$ cat src/rtl/calc_display_if.sv
// Digit-stream and display-drive signals between the calculator core and the display back-end.
interface calc_display_if;
   logic [1:0] status;
   logic [3:0] data;
   logic [3:0] pos;
   logic [7:0] an;
   logic [6:0] seg;
   logic       dp;
   logic       upd;

   modport master (output status, data, pos, input an, seg, dp, upd);
   modport slave  (input status, data, pos, output an, seg, dp, upd);
endinterface

$ cat src/rtl/calc_display.sv
// Calculator display back-end: captures the serialised digit stream into a double-buffered
// 8-digit frame and scans it onto eight common-anode seven-segment displays.
module calc_display #(
   parameter int REFRESH_DIV = 100000,
   parameter bit BLANK_ZEROS = 1'b1
) (
   input logic           clock,
   input logic           reset,
   calc_display_if.slave io_bus
);
   localparam int                DIV_W    = $clog2(REFRESH_DIV);
   localparam logic [DIV_W-1:0] DIV_LAST = DIV_W'(REFRESH_DIV - 1);

   localparam logic [6:0] SEG_BLANK = 7'h7F;
   localparam logic [6:0] SEG_E     = 7'h06;
   localparam logic [6:0] SEG_R     = 7'h2F;
   localparam logic [6:0] SEG_O     = 7'h23;

   logic [3:0]       r_stage [8];
   logic [3:0]       r_disp  [8];
   logic             r_commit;
   logic             r_upd;
   logic             r_err;
   logic [DIV_W-1:0] r_div_cnt;
   logic [2:0]       r_idx;
   logic [7:0]       r_an;
   logic [6:0]       r_seg;

   logic             w_cap;
   logic [2:0]       w_wr_idx;
   logic [3:0]       w_digit;
   logic             w_upper_zero;
   logic [6:0]       w_glyph;

   function automatic logic [6:0] bcd_glyph(input logic [3:0] d);
      case (d)
         4'd0:    bcd_glyph = 7'h40;
         4'd1:    bcd_glyph = 7'h79;
         4'd2:    bcd_glyph = 7'h24;
         4'd3:    bcd_glyph = 7'h30;
         4'd4:    bcd_glyph = 7'h19;
         4'd5:    bcd_glyph = 7'h12;
         4'd6:    bcd_glyph = 7'h02;
         4'd7:    bcd_glyph = 7'h78;
         4'd8:    bcd_glyph = 7'h00;
         4'd9:    bcd_glyph = 7'h10;
         default: bcd_glyph = SEG_BLANK;
      endcase
   endfunction

   // Sample k+1 on pos carries digit k; "pronto" and out-of-range positions are ignored.
   assign w_cap    = (io_bus.status != 2'b10) && (io_bus.pos != 4'd0) && (io_bus.pos <= 4'd8);
   assign w_wr_idx = 3'(io_bus.pos - 4'd1);

   always_ff @(posedge clock or posedge reset) begin
      if (reset) begin
         // NOTE: these 8x4 arrays are reset because the first scan must show a defined "0";
         // a real RAM would be left unreset.
         r_stage  <= '{default: '0};
         r_disp   <= '{default: '0};
         r_commit <= 1'b0;
         r_upd    <= 1'b0;
         r_err    <= 1'b0;
      end else begin
         // NOTE: non-blocking, so a commit on the same edge as a capture copies stage as it
         // stood before this edge's write.
         if (w_cap) r_stage[w_wr_idx] <= io_bus.data;
         if (r_commit) r_disp <= r_stage;
         r_commit <= w_cap && (io_bus.pos == 4'd8);
         r_upd    <= r_commit;
         if (io_bus.status == 2'b00) r_err <= 1'b1;
      end
   end

   always_ff @(posedge clock or posedge reset) begin
      if (reset) begin
         r_div_cnt <= '0;
         r_idx     <= '0;
      end else if (r_div_cnt == DIV_LAST) begin
         r_div_cnt <= '0;
         r_idx     <= r_idx + 3'd1;
      end else begin
         r_div_cnt <= r_div_cnt + 1'b1;
      end
   end

   always_comb begin
      // NOTE: every output of this block is defaulted first so no path can infer a latch.
      w_digit      = r_disp[r_idx];
      w_upper_zero = 1'b1;
      w_glyph      = SEG_BLANK;
      for (int i = 0; i < 8; i++) begin
         if ((3'(i) >= r_idx) && (r_disp[i] != 4'd0)) w_upper_zero = 1'b0;
      end
      if (r_err) begin
         case (r_idx)
            3'd3:    w_glyph = SEG_E;
            3'd2:    w_glyph = SEG_R;
            3'd1:    w_glyph = SEG_R;
            3'd0:    w_glyph = SEG_O;
            default: w_glyph = SEG_BLANK;
         endcase
      end else if (w_digit > 4'd9) begin
         w_glyph = SEG_BLANK;
      end else if (BLANK_ZEROS && (r_idx != 3'd0) && w_upper_zero) begin
         w_glyph = SEG_BLANK;
      end else begin
         w_glyph = bcd_glyph(w_digit);
      end
   end

   // Anode and segments share one register stage so they always describe the same digit.
   always_ff @(posedge clock or posedge reset) begin
      if (reset) begin
         r_an  <= 8'hFF;
         r_seg <= SEG_BLANK;
      end else begin
         r_an  <= ~(8'd1 << r_idx);
         r_seg <= w_glyph;
      end
   end

   assign io_bus.an  = r_an;
   assign io_bus.seg = r_seg;
   assign io_bus.dp  = 1'b1;
   assign io_bus.upd = r_upd;
endmodule

$ cat src/flat_wrapper.sv
// flat-port wrapper written by rule: the top's interface ports become plain ports
module calc_display_flat 
#(
   parameter int REFRESH_DIV = 100000,
   parameter bit BLANK_ZEROS = 1'b1
)
  (clock, reset, io_bus_status, io_bus_data, io_bus_pos, io_bus_an, io_bus_seg, io_bus_dp, io_bus_upd);
  calc_display_if io_bus_i ();
  input logic clock;
  input logic reset;
  input wire logic [$bits(io_bus_i.status)-1:0] io_bus_status;
  input wire logic [$bits(io_bus_i.data)-1:0] io_bus_data;
  input wire logic [$bits(io_bus_i.pos)-1:0] io_bus_pos;
  output wire logic [$bits(io_bus_i.an)-1:0] io_bus_an;
  output wire logic [$bits(io_bus_i.seg)-1:0] io_bus_seg;
  output wire logic [$bits(io_bus_i.dp)-1:0] io_bus_dp;
  output wire logic [$bits(io_bus_i.upd)-1:0] io_bus_upd;
  assign io_bus_i.status = io_bus_status;
  assign io_bus_i.data = io_bus_data;
  assign io_bus_i.pos = io_bus_pos;
  assign io_bus_an = io_bus_i.an;
  assign io_bus_seg = io_bus_i.seg;
  assign io_bus_dp = io_bus_i.dp;
  assign io_bus_upd = io_bus_i.upd;
  calc_display #(.REFRESH_DIV(REFRESH_DIV), .BLANK_ZEROS(BLANK_ZEROS)) u_core (.clock(clock), .reset(reset), .io_bus(io_bus_i));
endmodule
$ cat config.mk
export PLATFORM = sky130hd
export DESIGN_NAME = calc_display_flat
export DESIGN_NICKNAME = d
export VERILOG_FILES = /design/src/rtl/calc_display_if.sv /design/src/rtl/calc_display.sv /design/src/flat_wrapper.sv
export SDC_FILE = /design/constraint.sdc
export NUM_CORES = 1
export LEC_CHECK = 0
export CORE_MARGIN = 4
export CORE_UTILIZATION = 40
export DETAILED_ROUTE_END_ITERATION = 8
export SYNTH_ARGS = -nofsm -noshare
export SYNTH_HDL_FRONTEND = slang
export SYNTH_SLANG_ARGS = --single-unit
$ cat constraint.sdc
create_clock -name clock -period 6.4 [get_ports clock]
set_input_delay 1.92 -clock clock [delete_from_list [all_inputs] [get_ports clock]]
set_output_delay 1.92 -clock clock [all_outputs]
set_load 0.01 [all_outputs]
Word level (Yosys, flattened, before mapping)
Memories as Yosys holds them, arrays and structs flattened.
Index checks and enable logic that the tools add are counted.

cells by class
  $lt $le $gt $ge = 13
  bitwise gates (word level) = 3
  eq/ne operators = 6
  reductions and logical operators = 26
  multiplexer cells = 19
  add/subtract/negate cells = 3
  shift-type cells = 1

operators by type and width
  cell                                                                                number
  4-bit nonzero test                                                                  9
  32-bit bitwise mux                                                                  1
  7-bit two-way mux                                                                   3
  7-bit case mux with 3 select lines                                                  1
  17-bit by 1-bit adder with 17-bit output, second input constant                     1
  17-bit == test, second input constant                                               1
  17-bit two-way mux                                                                  1
  1-bit logical AND                                                                   13
  4-bit binary-select mux with 3-bit select                                           1
  4-bit demux with 3-bit select                                                       1
  3-bit greater-or-equal comparator, first input constant                             4
  4-bit two-way mux                                                                   3
  4-bit greater-or-equal comparator, second input constant                            2
  1-bit two-way mux                                                                   8
  3-bit inverter with 4-bit output                                                    2
  8-bit inverter                                                                      1
  1-bit by 3-bit << shifter with 8-bit output, first input constant                   1
  3-bit by 2-bit == test with 1-bit output, second input constant                     2
  1-bit by 3-bit greater-or-equal comparator with 1-bit output, first input constant  2
  2-bit by 3-bit greater-or-equal comparator with 1-bit output, first input constant  2
  4-bit == test, second input constant                                                1
  4-bit > comparator, second input constant                                           1
  4-bit <= comparator, second input constant                                          1
  4-bit by 1-bit < comparator with 1-bit output, second input constant                1
  other kinds (8)                                                                     8

storage, ports and cells
  bits of input ports = 12
  flip-flop bits (word level) = 102
  logic and storage cells = 95
  memories = 1
  ROM bits = 112
  output and inout port bits = 17

memory list
  memory           words  width  rd ports  clocked after memory_dff  wr ports  RTL line            text
  (no name shown)  16     7      1         0                         0         calc_display.sv:36  case (d)

Depth between registers and ports, before layout
Gate-level depths: netlist (run 1).

  depth after elaboration = 14
  gate-level depth with buffers = 10
  gate-level depth less buffers = 8

Worst setup path after synthesis (run 1)
No wires, ideal clock.

  path type = input -> register
  from = input io_bus_pos[0]
  to = register u_core.r_stage[10] (netlist bit)
  data arrival time = 3406 ps
  slack = 2869 ps
  library setup time = 125 ps
  cell stages on the path = 8
  data required time = 6275 ps
  cells stage by stage = inv_1 > ha_1 > nor2b_1 > xor2_1 > nor3_1 > and3_1 > clkbuf_1 > mux2_2

between the ends
  longest elaborated chain between the ends = 7

ends and longest elaborated chain
  element                                                                                                                          RTL line            text
  start: declaration                                                                                                               flat_wrapper.sv:13  input wire logic [$bits(io_bus_i.pos)-1:0] io_bus_pos;
  3-bit by 1-bit subtractor with 3-bit output                                                                                      calc_display.sv:53  assign w_wr_idx = 3'(io_bus.pos - 4'd1);
  3-bit inverter with 4-bit output (not written as such)                                                                           calc_display.sv:67  if (w_cap) r_stage[w_wr_idx] <= io_bus.data;
  4-bit greater-or-equal comparator (not written as such) / 4-bit by 1-bit < comparator with 1-bit output (equally long branches)  calc_display.sv:67
  1-bit logical AND (not written as such)                                                                                          calc_display.sv:67
  4-bit two-way mux (not written as such)                                                                                          calc_display.sv:67
  4-bit demux with 3-bit select                                                                                                    calc_display.sv:67
  32-bit bitwise mux                                                                                                               calc_display.sv:67
  end signal: indexed assignment                                                                                                   calc_display.sv:67
  end: declaration                                                                                                                 calc_display.sv:19  logic [3:0] r_stage [8];

Parallel ways exist; a longest one is shown, timed or not.
A chain may end at the register's enable or synchronous reset.

Final worst setup path (run 1)
  from = input io_bus_pos[0]
  to = register u_core.r_stage[15] (netlist bit)

Same word-level chain as after synthesis.

==> impl_metrics.toml, run 1 <==
[synth]
synth_area_leaders = "dfrtp_1 (47%), mux2_2 (15%), dfstp_2 (8.4%)"
synth_cells = 357
yosysTopAreaCell = "dfrtp_1"
yosysWarnings = 0
synth.avg_cell_area_sq_um = 13.1
ys_seq_elements = 102
ys_types = 50
yosysTopAreaCellShare_pct = 46.5
synth.net_count = 382
ys_seq_area_share_pct = 54.9
synth_area_sq_um = 4680

[route]
via_per_inst = 5.18
route.met2.wl_microns = 3960
post-route-drc-count = 0
routed.top_layer = "met4"
first_pass_iters = 4
wirelength_microns = 8680
num_vias = 2744
wl_met3_microns = 392
met1Wirelength_microns = 4150
final_antenna_net_count = 0
wl_per_cell_microns = 16.4
drtIter0Drc = 139

[floorplanning]
rows = 39
initial_core_util_pct = 41.0
fp.dieW_microns = 116
core_sq_um = 11400
chipHeight_microns = 116
die-area_sq_um = 13500
ios = 29

[cts]
cts.sinks = 102
cts.hold.buffers_added = 0
htree_num_levels = 3
path_clk_slew_ps = 70
insertion_delay_ps = 340
cts_made_buffers = 9
cts-resized-gates = 0
cts_tree = "yes"
clockBufferDepth = 2
clockRootBuffer = "clkbuf_16"
cts_setup_buffers = 0

[setup_path]
required_ps = 6630
r2r.worst_path.cells = 8
crit_path_end_kind = "register"
cp_data_arrival_time_ps = 4070
worstPathMaxFanout = 4
critPathLaunchType = "input pin"
crit_type = "in -> reg"

[flow_run]
cap_violations = 0

[place]
placed_area_sq_um = 5060
pre_cts_slack_ps = 2220
post-dp-hpwl_microns = 6230
place_congestion = 0.755
port_buffers = 27

[timing]
fin_skew_ps = 10.4
setup_viol = 0
setup_ws_ps = 2570
rsz0062_at_grt = "no"
finalSetupTns_ps = 0
max_freq_mhz = 261
drv_slew = 0
slew_headroom_pct = 49.7
finalHoldViolCount = 0
timing.hold.ws_ps = 485
period_share_pct = 59.9
period_needed_ps = 3830
worstMarginPinSlew_ps = 755

[status]
status = "finished clean"

[global_route]
grt_pass1_wl_microns = 14600
grt_pass1_vias = 2800
grt_antenna_before_repair = 0
grtUsageTotal_pct = 14.1
grt_overflow = 0
grt_max_degree = 57

[finish]
post-route-cell-area_sq_um = 5370
syn_to_final_growth_pct = 14.7
nets = 408
final_common_cell = "dfrtp_1"
final_cell_mix = "dfrtp_1 (87), mux2_2 (64), clkdlybuf4s50_1 (27)"
n_antenna_cell = 0
drive_above_1_share_pct = 28.9

[pwr]
power.density_nw_per_um2 = 354
clkPwrFrac_pct = 29.3
netSwitchingFraction_pct = 27.9
combPwrFrac_pct = 21.6
leakagePower_uw = 0.00228
switchingPower_uw = 529
ir_worst_vdd_uv = 220
p_seq_share_pct = 49.2
internal_power_uw = 1370

[hold_path]
holdCritPathClass = "reg -> reg"
min_path_cells = 1
## flip-flops by register name, indices dropped and copies added (netlist names)
signal and count:
u_core.r_idx 3, u_core.r_div_cnt 17, u_core.r_err 1, u_core.io_bus.upd 1, u_core.io_bus.seg 7, u_core.r_commit 1
u_core.io_bus.an 8, u_core.r_disp 32, u_core.r_stage 32
## area by class of cell
cell class	count	area, sq um
fillers	1073	6050
flip-flops and latches	102	2570
multi-input cells	227	1970
repair buffers	29	285
well taps	143	179
clock inverters	5	65.1
inverters	14	55.1
clock buffers	10	239
## power by group through the flow
stage | sequential (uW) | combinational (uW) | clock (uW)
6_report | 933 | 409 | 556
5_1_grt | 958 | 451 | 596
4_1_cts | 935 | 415 | 571
3_5_place_dp | 946 | 415 | 0
3_3_place_gp | 943 | 405 | 0
2_1_floorplan | 885 | 356 | 0
## worst max-delay path, cell delays in order
cell             delay [ps]
clkdlybuf4s50_1         490
inv_1                    60
ha_1                    240
nor2b_1                 160
xor2_1                  150
nor3_1                  400
nand3_1                 300
mux2_2                  350
## synthesized netlist by cell type, drive strengths merged
cell / instances
o21bai: 2
nand4b: 1
dfrtp: 87
o21a: 1
nand4: 3
mux4: 8
nor3: 6
or4: 6
o21ba: 1
nand2: 21
a21o: 1
xnor2: 10
nor4: 5
conb: 1
ha: 13
nand2b: 4
mux2i: 5
o32ai: 1
nor4bb: 1
or2: 2
o21ai: 8
clkbuf: 6
o2111ai: 1
a31oi: 1
nor2b: 3
and3: 3
buf: 8
inv: 14
o2bb2ai: 2
a211o: 1
mux2: 65
a21oi: 9
a22oi: 1
xor2: 9
and4: 1
o22ai: 1
a2111oi: 1
nor2: 19
dfstp: 15
nand3: 10
## final timing paths
path / slack [ps] / to / from
min: 490 / u_core.r_div_cnt[14] / u_core.r_div_cnt[14]
max reg2reg: 3240 / u_core.io_bus.seg[3] / u_core.r_idx[0]
min in group asynchronous: 2030 / u_core.r_div_cnt[3] / reset
max in group asynchronous: 3330 / u_core.r_stage[11] / reset
min reg2reg: 490 / u_core.r_div_cnt[14] / u_core.r_div_cnt[14]
max: 2570 / u_core.r_stage[15] / io_bus_pos[0]
## logic make-up after synthesis
family	count (synthesis)	synth area share, %
AOI/OAI and AO/OA	31	4.38
xor gates and xnor gates	19	3.56
adders and majority gates	13	3.48
buffers and inverters	28	2.91
DFF	102	54.9
muxes	78	21.3
other	1	0.0801
and+or+nand+nor	85	9.33
## per-layer routing
| metal | vias to the layer above | track usage, % |
|---|---|---|
| met5 | - | 0 |
| li1 | 1320 | - |
| met4 | 0 | 5.65 |
| met1 | 1364 | 19.0 |
| met2 | 45 | 21.8 |
| met3 | 15 | 3.73 |
## per-stage QoR
stage / util, % / std cells / total power, uW
floorplan: - / 357 / 1240
global placement: 44.3 / 515 / 1350
detailed placement: 44.3 / 515 / 1360
CTS: 47.0 / 530 / 1920
global route: 47.0 / 530 / 2010
finish: 47.0 / 530 / 1900
Power figures use the tool's default switching activity.
==> run 2: changes to the inputs <==
- clock period: 6.4 -> 3.4 ns (I/O delays scaled with it)
==> run 2 against run 1 <==
Net effect:
- critical endpoint is now u_core.r_stage[12]
- power increased by 85%
- routed wire length increased by 1.8%
- sequential share of layout area decreased by 0.29 points
- die area unchanged
==> impl_metrics.toml, run 2 (synthesis gave the netlist of run 1 again) <==
[status]
status = "finished clean"

[route]
via_per_inst = 5.22
final_antenna_net_count = 0
drtIter0Drc = 103
num_vias = 2804
wl_per_cell_microns = 16.5
wirelength_microns = 8840
post-route-drc-count = 0
first_pass_iters = 4

[global_route]
grtUsageTotal_pct = 14.1
grt_antenna_before_repair = 0
grt_pass1_vias = 2872
grt_max_degree = 42
grt_pass1_wl_microns = 14700
grt_overflow = 0

[finish]
syn_to_final_growth_pct = 15.4
final_common_cell = "dfrtp_1"
fillerInstances = 1064
multiInputGateArea_sq_um = 1970
final_cell_mix = "dfrtp_1 (87), mux2_2 (64), clkdlybuf4s50_1 (27)"
post-route-cell-area_sq_um = 5400
seq_area_sq_um = 2570
reg_top3 = "u_core.r_disp: 32 flops, u_core.r_stage: 32 flops, u_core.r_div_cnt: 17 flops"
n_antenna_cell = 0
drive_above_1_share_pct = 29.7
nets = 414

[timing]
worstMarginPinSlew_ps = 838
period_needed_ps = 2950
finalHoldViolCount = 0
drv_slew = 0
rsz0062_at_grt = "no"
finalSetupTns_ps = 0
period_share_pct = 86.8
fin_skew_ps = 9.25
setup_viol = 0
max_freq_mhz = 339
slew_headroom_pct = 44.0

[setup_path]
r2r.worst_path.cells = 9
crit_buf_inv = 2
critPathLaunchType = "input pin"
critPathTopFamily = "simple AND/OR/NAND/NOR gates"
crit_path_end_kind = "register"
worstPathMaxFanout = 4
reg2reg_to = "u_core.io_bus.seg[3]"
required_ps = 3630
crit_type = "in -> reg"
timing.rr.start = "u_core.r_idx[0]"
cpPeakStageDelay_ps = 480
cp_data_arrival_time_ps = 3190
cp_slowest_cell = "clkdlybuf4s50_1"
r2r_slack_ps = 650
path_cells = "clkdlybuf4s50_1, inv_1, ha_1, nor2b_1, xor2_1, nor3_1, nand3_1, mux2_2"

[floorplanning]
die-area_sq_um = 13500
rows = 39
ios = 29
core_sq_um = 11400
fp.dieW_microns = 116
chipHeight_microns = 116
initial_core_util_pct = 41.0

[pwr]
ir_worst_vdd_uv = 364
power.density_nw_per_um2 = 651
leakagePower_uw = 0.00230

[cts]
insertion_delay_ps = 350
cts.hold.buffers_added = 0
cts.sinks = 102
cts_setup_buffers = 0
htree_num_levels = 3
clockBufferDepth = 2
cts_made_buffers = 9
cts-resized-gates = 0
clockRootBuffer = "clkbuf_16"
cts_tree = "yes"
path_clk_slew_ps = 70

[hold_path]
min_path_cells = 1
holdCritPathClass = "reg -> reg"
holdPathEnd = "u_core.r_div_cnt[0]"
hold_path_startpoint = "u_core.r_div_cnt[0]"

[flow_run]
cap_violations = 0

[place]
placed_area_sq_um = 5120
port_buffers = 27
post-dp-hpwl_microns = 6320
place_congestion = 0.753
## run 2: cell type report
type                            count  share of cell area [%]
Inverter                           14                    1.04
Clock inverter                      5                   0.834
Clock buffer                       11                    4.31
Tap cell                          143                    3.31
Timing Repair Buffer               35                    6.35
Sequential cell                   102                    47.6
Multi-Input combinational cell    227                    36.5
## run 2: power breakdown
| part | total [uW] | internal, uW | switching, uW |
|---|---|---|---|
| clock | 964 | 506 | 458 |
| combinational | 790 | 466 | 324 |
| sequential | 1760 | 1530 | 235 |
## run 2: worst max-delay path by stage
stage                       start                 end  slack, ps  cells past startpoint
finish              io_bus_pos[0]  u_core.r_stage[12]        450                      8
CTS                 io_bus_pos[0]  u_core.r_stage[12]        480                      8
floorplan           io_bus_pos[0]  u_core.r_stage[10]        770                      8
global route        io_bus_pos[0]  u_core.r_stage[12]        390                      8
detailed placement  io_bus_pos[0]  u_core.r_stage[15]        130                      8
global placement    io_bus_pos[0]  u_core.r_stage[29]        140                      8
## run 2: per-layer routing
metal | up-vias | routed length, microns | global-route usage [%] | part of all wire (%)
met5 | - | 0 | 0 | 0
li1 | 1327 | - | - | -
met3 | 7 | 475 | 4.09 | 5.4
met4 | 0 | 80 | 3.25 | 0.90
met1 | 1422 | 4330 | 19.8 | 49
met2 | 48 | 3960 | 22.0 | 45
## run 2: per-stage QoR
step           util, %  hold WS [ps]  std cells  power (uW)  worst slack, ps
2_1_floorplan        -           352        357        2340              769
6_report          47.3           494        537        3520              448
3_5_place_dp      44.9           485        521        2580              132
5_1_grt           47.3           524        537        3720              392
4_1_cts           47.3           494        537        3550              483
3_3_place_gp      44.9           477        521        2550              137
==> run 3: changes to the inputs <==
- CORE_MARGIN: 4 -> not set
==> run 3 against run 2 <==
Net effect:
- combinational power about the same
- worst setup slack improved by 79 ps
- via count shrank 1.5%
- sequential share of layout area is 0.055 points lower
- register-to-register slack worse by 120 ps
- fmax is 2.8% higher
- power rose by 1.8%
- global-route usage grew 2.4 points
- non-clock buffer count shrank 2
- final cell count down 0.37%
- sequential cell count is the same
- die area is 10% lower
==> impl_metrics.toml, run 3 (synthesis gave the netlist of run 1 again) <==
[status]
status = "finished clean"

[route]
first_pass_iters = 5
drtIter0Drc = 124
wl_per_cell_microns = 16.2
wirelength_microns = 8680
num_vias = 2761
post-route-drc-count = 0
via_per_inst = 5.16
final_antenna_net_count = 0

[finish]
drive_above_1_share_pct = 29.6
n_antenna_cell = 0
reg_top3 = "u_core.r_disp: 32 flops, u_core.r_stage: 32 flops, u_core.r_div_cnt: 17 flops"
syn_to_final_growth_pct = 15.5
final_common_cell = "dfrtp_1"
nets = 412
final_cell_mix = "dfrtp_1 (87), mux2_2 (64), clkdlybuf4s50_1 (27)"

[timing]
fin_skew_ps = 11.8
timing.hold.ws_ps = 484
setup_viol = 0
max_freq_mhz = 348
period_share_pct = 84.5
finalHoldViolCount = 0
period_needed_ps = 2870
drv_slew = 0
rsz0062_at_grt = "no"
slew_headroom_pct = 59.9
worstMarginPinSlew_ps = 602
finalSetupTns_ps = 0

[pwr]
power.density_nw_per_um2 = 662
ir_worst_vdd_uv = 377
leakagePower_uw = 0.00230

[global_route]
grt_overflow = 0
grt_pass1_vias = 2823
grtUsageTotal_pct = 16.5
grt_antenna_before_repair = 0
grt_pass1_wl_microns = 14900
grt_max_degree = 103

[setup_path]
required_ps = 3660
cp_data_arrival_time_ps = 3140
worstPathMaxFanout = 12
critPathLaunchType = "register"
crit_type = "reg -> reg"
crit_path_end_kind = "register"

[cts]
cts.sinks = 102
clockBufferDepth = 2
cts_tree = "yes"
cts.hold.buffers_added = 0
path_clk_slew_ps = 70
htree_num_levels = 3
cts_made_buffers = 9
cts_setup_buffers = 0
insertion_delay_ps = 350
cts-resized-gates = 0
clockRootBuffer = "clkbuf_16"

[hold_path]
holdCritPathClass = "reg -> reg"

[floorplanning]
core_sq_um = 11400
rows = 39
initial_core_util_pct = 41.0
die-area_sq_um = 12100
chipHeight_microns = 110
fp.dieW_microns = 110
ios = 29

[place]
place_congestion = 0.742
port_buffers = 27
post-dp-hpwl_microns = 6090

[flow_run]
cap_violations = 0
## run 3: worst max-delay path: stages (launching register included)
cell and delay, ps:
dfrtp_1 690, mux4_1 650, mux2i_1 150, buf_4 160, inv_1 60, ha_1 210
or2_2 310, a21oi_1 250, o21ai_1 120, a21oi_1 190
## run 3: area by class of cell
type | instances | area [sq um]
clock inverters | 6 | 70.1
fillers | 1069 | 6010
inverters | 14 | 56.3
repair buffers | 33 | 328
multi-input cells | 227 | 1970
well taps | 143 | 179
clock buffers | 10 | 229
flip-flops and latches | 102 | 2570
## run 3: per-stage QoR
| stage | setup WS [ps] | cells | cell area, sq um | power (uW) | utilization (%) |
|---|---|---|---|---|---|
| after floorplan | 769 | 357 | 4680 | 2340 | - |
| after global routing | 382 | 535 | 5410 | 3780 | 47.3 |
| after CTS | 515 | 535 | 5410 | 3620 | 47.3 |
| after global placement | 261 | 519 | 5110 | 2550 | 44.7 |
| final | 527 | 535 | 5410 | 3580 | 47.3 |
| after detailed placement | 201 | 519 | 5110 | 2580 | 44.7 |
## run 3: path summary, 6_finish.rpt
| kind | startpoint | end | slack, ps | cells after the start |
|---|---|---|---|---|
| min in group asynchronous | reset | u_core.r_div_cnt[2] | 1180 | 3 |
| setup / recovery | u_core.r_idx[0] | u_core.io_bus.seg[3] | 530 | 9 |
| max in group asynchronous | reset | u_core.io_bus.seg[4] | 1830 | 3 |
| hold reg to reg | u_core.r_div_cnt[14] | u_core.r_div_cnt[14] | 480 | 1 |
| setup reg to reg | u_core.r_idx[0] | u_core.io_bus.seg[3] | 530 | 9 |
| hold / removal | u_core.r_div_cnt[14] | u_core.r_div_cnt[14] | 480 | 1 |
## run 3: metal layers
| layer | vias up | GRT usage, % | routed length (microns) |
|---|---|---|---|
| met2 | 43 | 25.5 | 3990 |
| met5 | - | 0 | 0 |
| met1 | 1388 | 22.7 | 4280 |
| met4 | 0 | 5.64 | 141 |
| met3 | 11 | 4.23 | 266 |
| li1 | 1319 | - | - |
## run 3: power breakdown
group	leakage, uW	total (uW)	internal [uW]	switching [uW]
Clock	0.000141	1030	577	452
Combinational	0.000918	787	465	322
Sequential	0.00124	1760	1530	236
==> RTL change 1 (settings of run 2) <==
`BLANK_ZEROS` is set to 1'b1 in 2 places; all go to 1'b0.
--- a/src/rtl/calc_display.sv
+++ b/src/rtl/calc_display.sv
@@ -2,7 +2,7 @@
 // 8-digit frame and scans it onto eight common-anode seven-segment displays.
 module calc_display #(
    parameter int REFRESH_DIV = 100000,
-   parameter bit BLANK_ZEROS = 1'b1
+   parameter bit BLANK_ZEROS = 1'b0
 ) (
    input logic           clock,
    input logic           reset,
--- a/src/flat_wrapper.sv
+++ b/src/flat_wrapper.sv
@@ -2,7 +2,7 @@
 module calc_display_flat 
 #(
    parameter int REFRESH_DIV = 100000,
-   parameter bit BLANK_ZEROS = 1'b1
+   parameter bit BLANK_ZEROS = 1'b0
 )
   (clock, reset, io_bus_status, io_bus_data, io_bus_pos, io_bus_an, io_bus_seg, io_bus_dp, io_bus_upd);
   calc_display_if io_bus_i ();
Check against the original RTL: same outputs for any inputs over 10 cycles, from zero or initial values and one cycle with reset high; that may be too few to reach the edited logic, so the function may still have changed.
==> RTL change 1 against run 2 <==
Die area fell by 4.3%. Power fell by 13%. Cell area fell by 5.3%. Sequential cell count did not move. Wire length fell by 11%. Setup slack improved by 0.13 ns. Area after synthesis fell by 4.6%. Critical path type unchanged. Largest power group unchanged.
==> RTL change 1: results (changes against run 2) <==
[run_status]
outcome=finished clean

[logic_synthesis]
synth_commonest_cells=dfrtp_1, mux2_2, nand2_1
yosysUniqueCellTypes=41  ; -18%
ys_seq_area_share_pct=57.6  ; +2.6 points
syn-num-nets=351  ; -8.1%
syn-instance-count=326  ; -8.7%
synthAdderAreaFrac_pct=3.64  ; +0.17 points
synth_compound_area_share_pct=2.16  ; -2.2 points

[critical_path]
r2r_start=u_core.r_idx[2]
rr_worst_depth=8  ; -1
r2r-end=u_core.io_bus.seg[5]

[clocking]
clockRootBuffer=clkbuf_8
clock_latency_ns=0.37  ; +0.02 ns

[placement]
dp_slack_ns=0.241  ; +0.109 ns
dp_hpwl_um=5570  ; -12%
place_area_mm2=0.00491  ; -4.1%
place_inst=488  ; -6.3%
gp_congestion=0.805  ; +6.9%

[detailed_routing]
wl_per_cell_um=15.5  ; -5.7%
vias=2502  ; -11%

[power_and_ir_drop]
peakVddDrop_uv=335  ; -8.0%

[finish]
filler_cell_count=991  ; -6.9%

[timing]
finalWorstSetupSlack_ns=0.576  ; +0.128 ns
fin_skew_ns=0.0137  ; +0.00448 ns
worstMarginPinSlew_ns=0.506  ; -0.332 ns

[global_routing]
grt_max_degree=48  ; +14%
grt_pass1_vias=2630  ; -8.4%
grtUsageTotal_pct=13.4  ; -0.75 points

-- RTL change 1: changes by cell type in the layout (fill, tap and decap cells not counted), sizes merged, moves of 3 or more --
cell    delta
a21oi      -9
o21ai      -6
or4        -6
buf        -3
nand2b     -3
nor4       -3
-- RTL change 1: final cells by class --
class	count	area share, %
clock inverters	7	1.54
multi-input cells	200	35.0
clock buffers	9	2.42
inverters	14	1.10
well taps	140	3.42
flip-flops and latches	102	50.3
repair buffers	32	6.26
-- RTL change 1: where the power goes --
group          internal (mW)  switching, mW
combinational          0.380          0.250
sequential              1.52          0.152
clock                  0.349          0.418
-- RTL change 1: layer usage --
metal	track usage, %	vias up	wire, um
met5	0	-	0
met4	4.57	0	112
met3	3.18	10	289
met2	21.8	39	3790
met1	17.7	1256	3630
li1	-	1197	-
==> RTL change 2 (settings of run 2) <==
Made on the original files. Make the reset (`reset`) synchronous in 3 clocked blocks.
--- a/src/rtl/calc_display.sv
+++ b/src/rtl/calc_display.sv
@@ -52,7 +52,7 @@
    assign w_cap    = (io_bus.status != 2'b10) && (io_bus.pos != 4'd0) && (io_bus.pos <= 4'd8);
    assign w_wr_idx = 3'(io_bus.pos - 4'd1);
 
-   always_ff @(posedge clock or posedge reset) begin
+   always_ff @(posedge clock) begin
       if (reset) begin
          // NOTE: these 8x4 arrays are reset because the first scan must show a defined "0";
          // a real RAM would be left unreset.
@@ -72,7 +72,7 @@
       end
    end
 
-   always_ff @(posedge clock or posedge reset) begin
+   always_ff @(posedge clock) begin
       if (reset) begin
          r_div_cnt <= '0;
          r_idx     <= '0;
@@ -110,7 +110,7 @@
    end
 
    // Anode and segments share one register stage so they always describe the same digit.
-   always_ff @(posedge clock or posedge reset) begin
+   always_ff @(posedge clock) begin
       if (reset) begin
          r_an  <= 8'hFF;
          r_seg <= SEG_BLANK;
Function: differs if reset is asserted again (counterexample within 4 cycles, from zero or initial values and one cycle with reset high); with reset held inactive, the same outputs for 10 cycles.
==> RTL change 2 against run 2 <==
Register-to-register slack gained 0.22 ns. Sequential share of layout area shrank 8.4 points. Sequential cell count is the same. Critical path depth is the same. Cell area shrank 3.6%. Worst hold slack lost 0.034 ns. Core utilization grew 0.30 points. Area after synthesis shrank 3.7%. Wire length grew 4.3%. Setup slack lost 0.017 ns. Largest cell class is now multi-input gates.
Power is not compared: it rests on default switching activity, and its combinational part moved more than twofold at a synthesized area within 25%.
==> RTL change 2: results (changes against run 2) <==
[global_routing]
grt.met3_usage_pct=4.02  ; -0.076 points
grt_pass1_wl_um=15500  ; +5.4%
use_met2_pct=25.1  ; +3.1 points
grt_pass1_vias=3106  ; +8.1%
grt_max_degree=57  ; +36%
use_met1_pct=18.9  ; -0.94 points
grtUsageTotal_pct=15.2  ; +1.1 points

[placement]
place_inst=590  ; +13%
dp_hpwl_um=6550  ; +3.5%
gp_congestion=0.811  ; +7.7%

[logic_synthesis]
avgSynthCellArea_um2=10.1  ; -23%
synth_commonest_cells=dfxtp_1, nor2_1, mux2i_1
syn-num-nets=471  ; +23%
synthArstFlopShare_pct=0  ; -100 points
synthTopCellsByArea=dfxtp_1, mux2i_1, nor2_1, ha_1, mux4_2
yosysUniqueCellTypes=53  ; +6.0%
ys_seq_area_share_pct=45.3  ; -9.6 points
synthFlopType=dfxtp_1

[detailed_routing]
drt_first_iter_violations=158  ; +53%
vias_per_cell=5.07  ; -2.8%
firstDrtPassIters=4  ; unchanged
drt-total-wl_um=9220  ; +4.3%
wl_per_cell_um=15.2  ; -7.6%

[finish]
final_layout_size_suffix_gt1_share_pct=9.23  ; -20 points
filler_cell_count=1030  ; -3.2%
final_nets=486  ; +17%

[critical_path]
crit_path_max_fanout=8  ; +4
cp.arrival_ns=3.18  ; about the same
cpMaxStageDelayCell=or4b_1
slowest_delay_ns=0.61  ; +0.13 ns

[worst_hold_path]
min_path_type=flip-flop to flip-flop

[timing]
fin_skew_ns=0.00487  ; -0.00437 ns
max_slew_margin_pct=31.5  ; -12 points

[clocking]
clockRootBuffer=clkbuf_16
post_cts_buffers=0  ; unchanged

[run_status]
outcome=finished clean

[power_and_ir_drop]
p_leak_nw=2.08

RTL change 2: routing by layer:
layer	vias up	part of all wire, %
met1	1452	47
li1	1563	-
met3	17	3.6
met4	0	2.3
met5	-	0
met2	43	47
RTL change 2: final cells by class:
class                           instances  share of cell area (%)
Timing Repair Buffer                   33                    5.96
Sequential cell                       102                    39.3
Tap cell                              140                    3.37
Multi-Input combinational cell        304                    43.9
Inverter                               11                   0.793
Clock buffer                           13                    5.00
Clock inverter                          3                    1.73
RTL change 2: kinds of logic (layout without fill, tap and decap cells):
family,after synthesis,in the layout,synth area share (%)
flops,102,102,45.3
simple gates,166,166,17.7
buf+inv,40,60,4.00
other cells,1,1,0.0832
xor+xnor,19,19,3.86
compound gates,26,26,4.80
mux,79,79,20.7
fa+ha+maj,13,13,3.61
RTL change 2: metrics by stage:
step                      hold slack (ns)  setup slack [ns]  instance area, um^2  util (%)
after floorplan                     0.430             0.789                 4510         -
after global placement              0.448             0.189                 4850      44.4
after detailed placement            0.450            0.0942                 4850      44.4
after CTS                           0.465             0.454                 5200      47.6
after global routing                0.486             0.303                 5200      47.6
final                               0.461             0.431                 5200      47.6
RTL change 2: final timing paths:
| path | cells past startpoint | from | slack [ns] | endpoint |
|---|---|---|---|---|
| worst max-delay path | 8 | io_bus_pos[0] | 0.43 | u_core.r_stage[15] |
| worst min-delay path | 1 | u_core.r_div_cnt[0] | 0.46 | u_core.r_div_cnt[0] |
| worst max register to register | 9 | u_core.r_idx[1] | 0.87 | u_core.io_bus.seg[2] |
| worst min register to register | 1 | u_core.r_div_cnt[0] | 0.46 | u_core.r_div_cnt[0] |
RTL change 2: power by group:
group	internal, mW	switching (mW)	total (mW)
clock	0.760	0.423	1.18
sequential	1.22	0.0146	1.23
combinational	0.0576	0.0690	0.127
RTL change 2: critical path: cells and delay by family:
| kind | cells | cell delay, ns |
|---|---|---|
| xor gates and xnor gates | 1 | 0.29 |
| muxes | 1 | 0.20 |
| adders and majority gates | 1 | 0.26 |
| buffers and inverters | 2 | 0.57 |
| and+or+nand+nor | 3 | 0.84 |
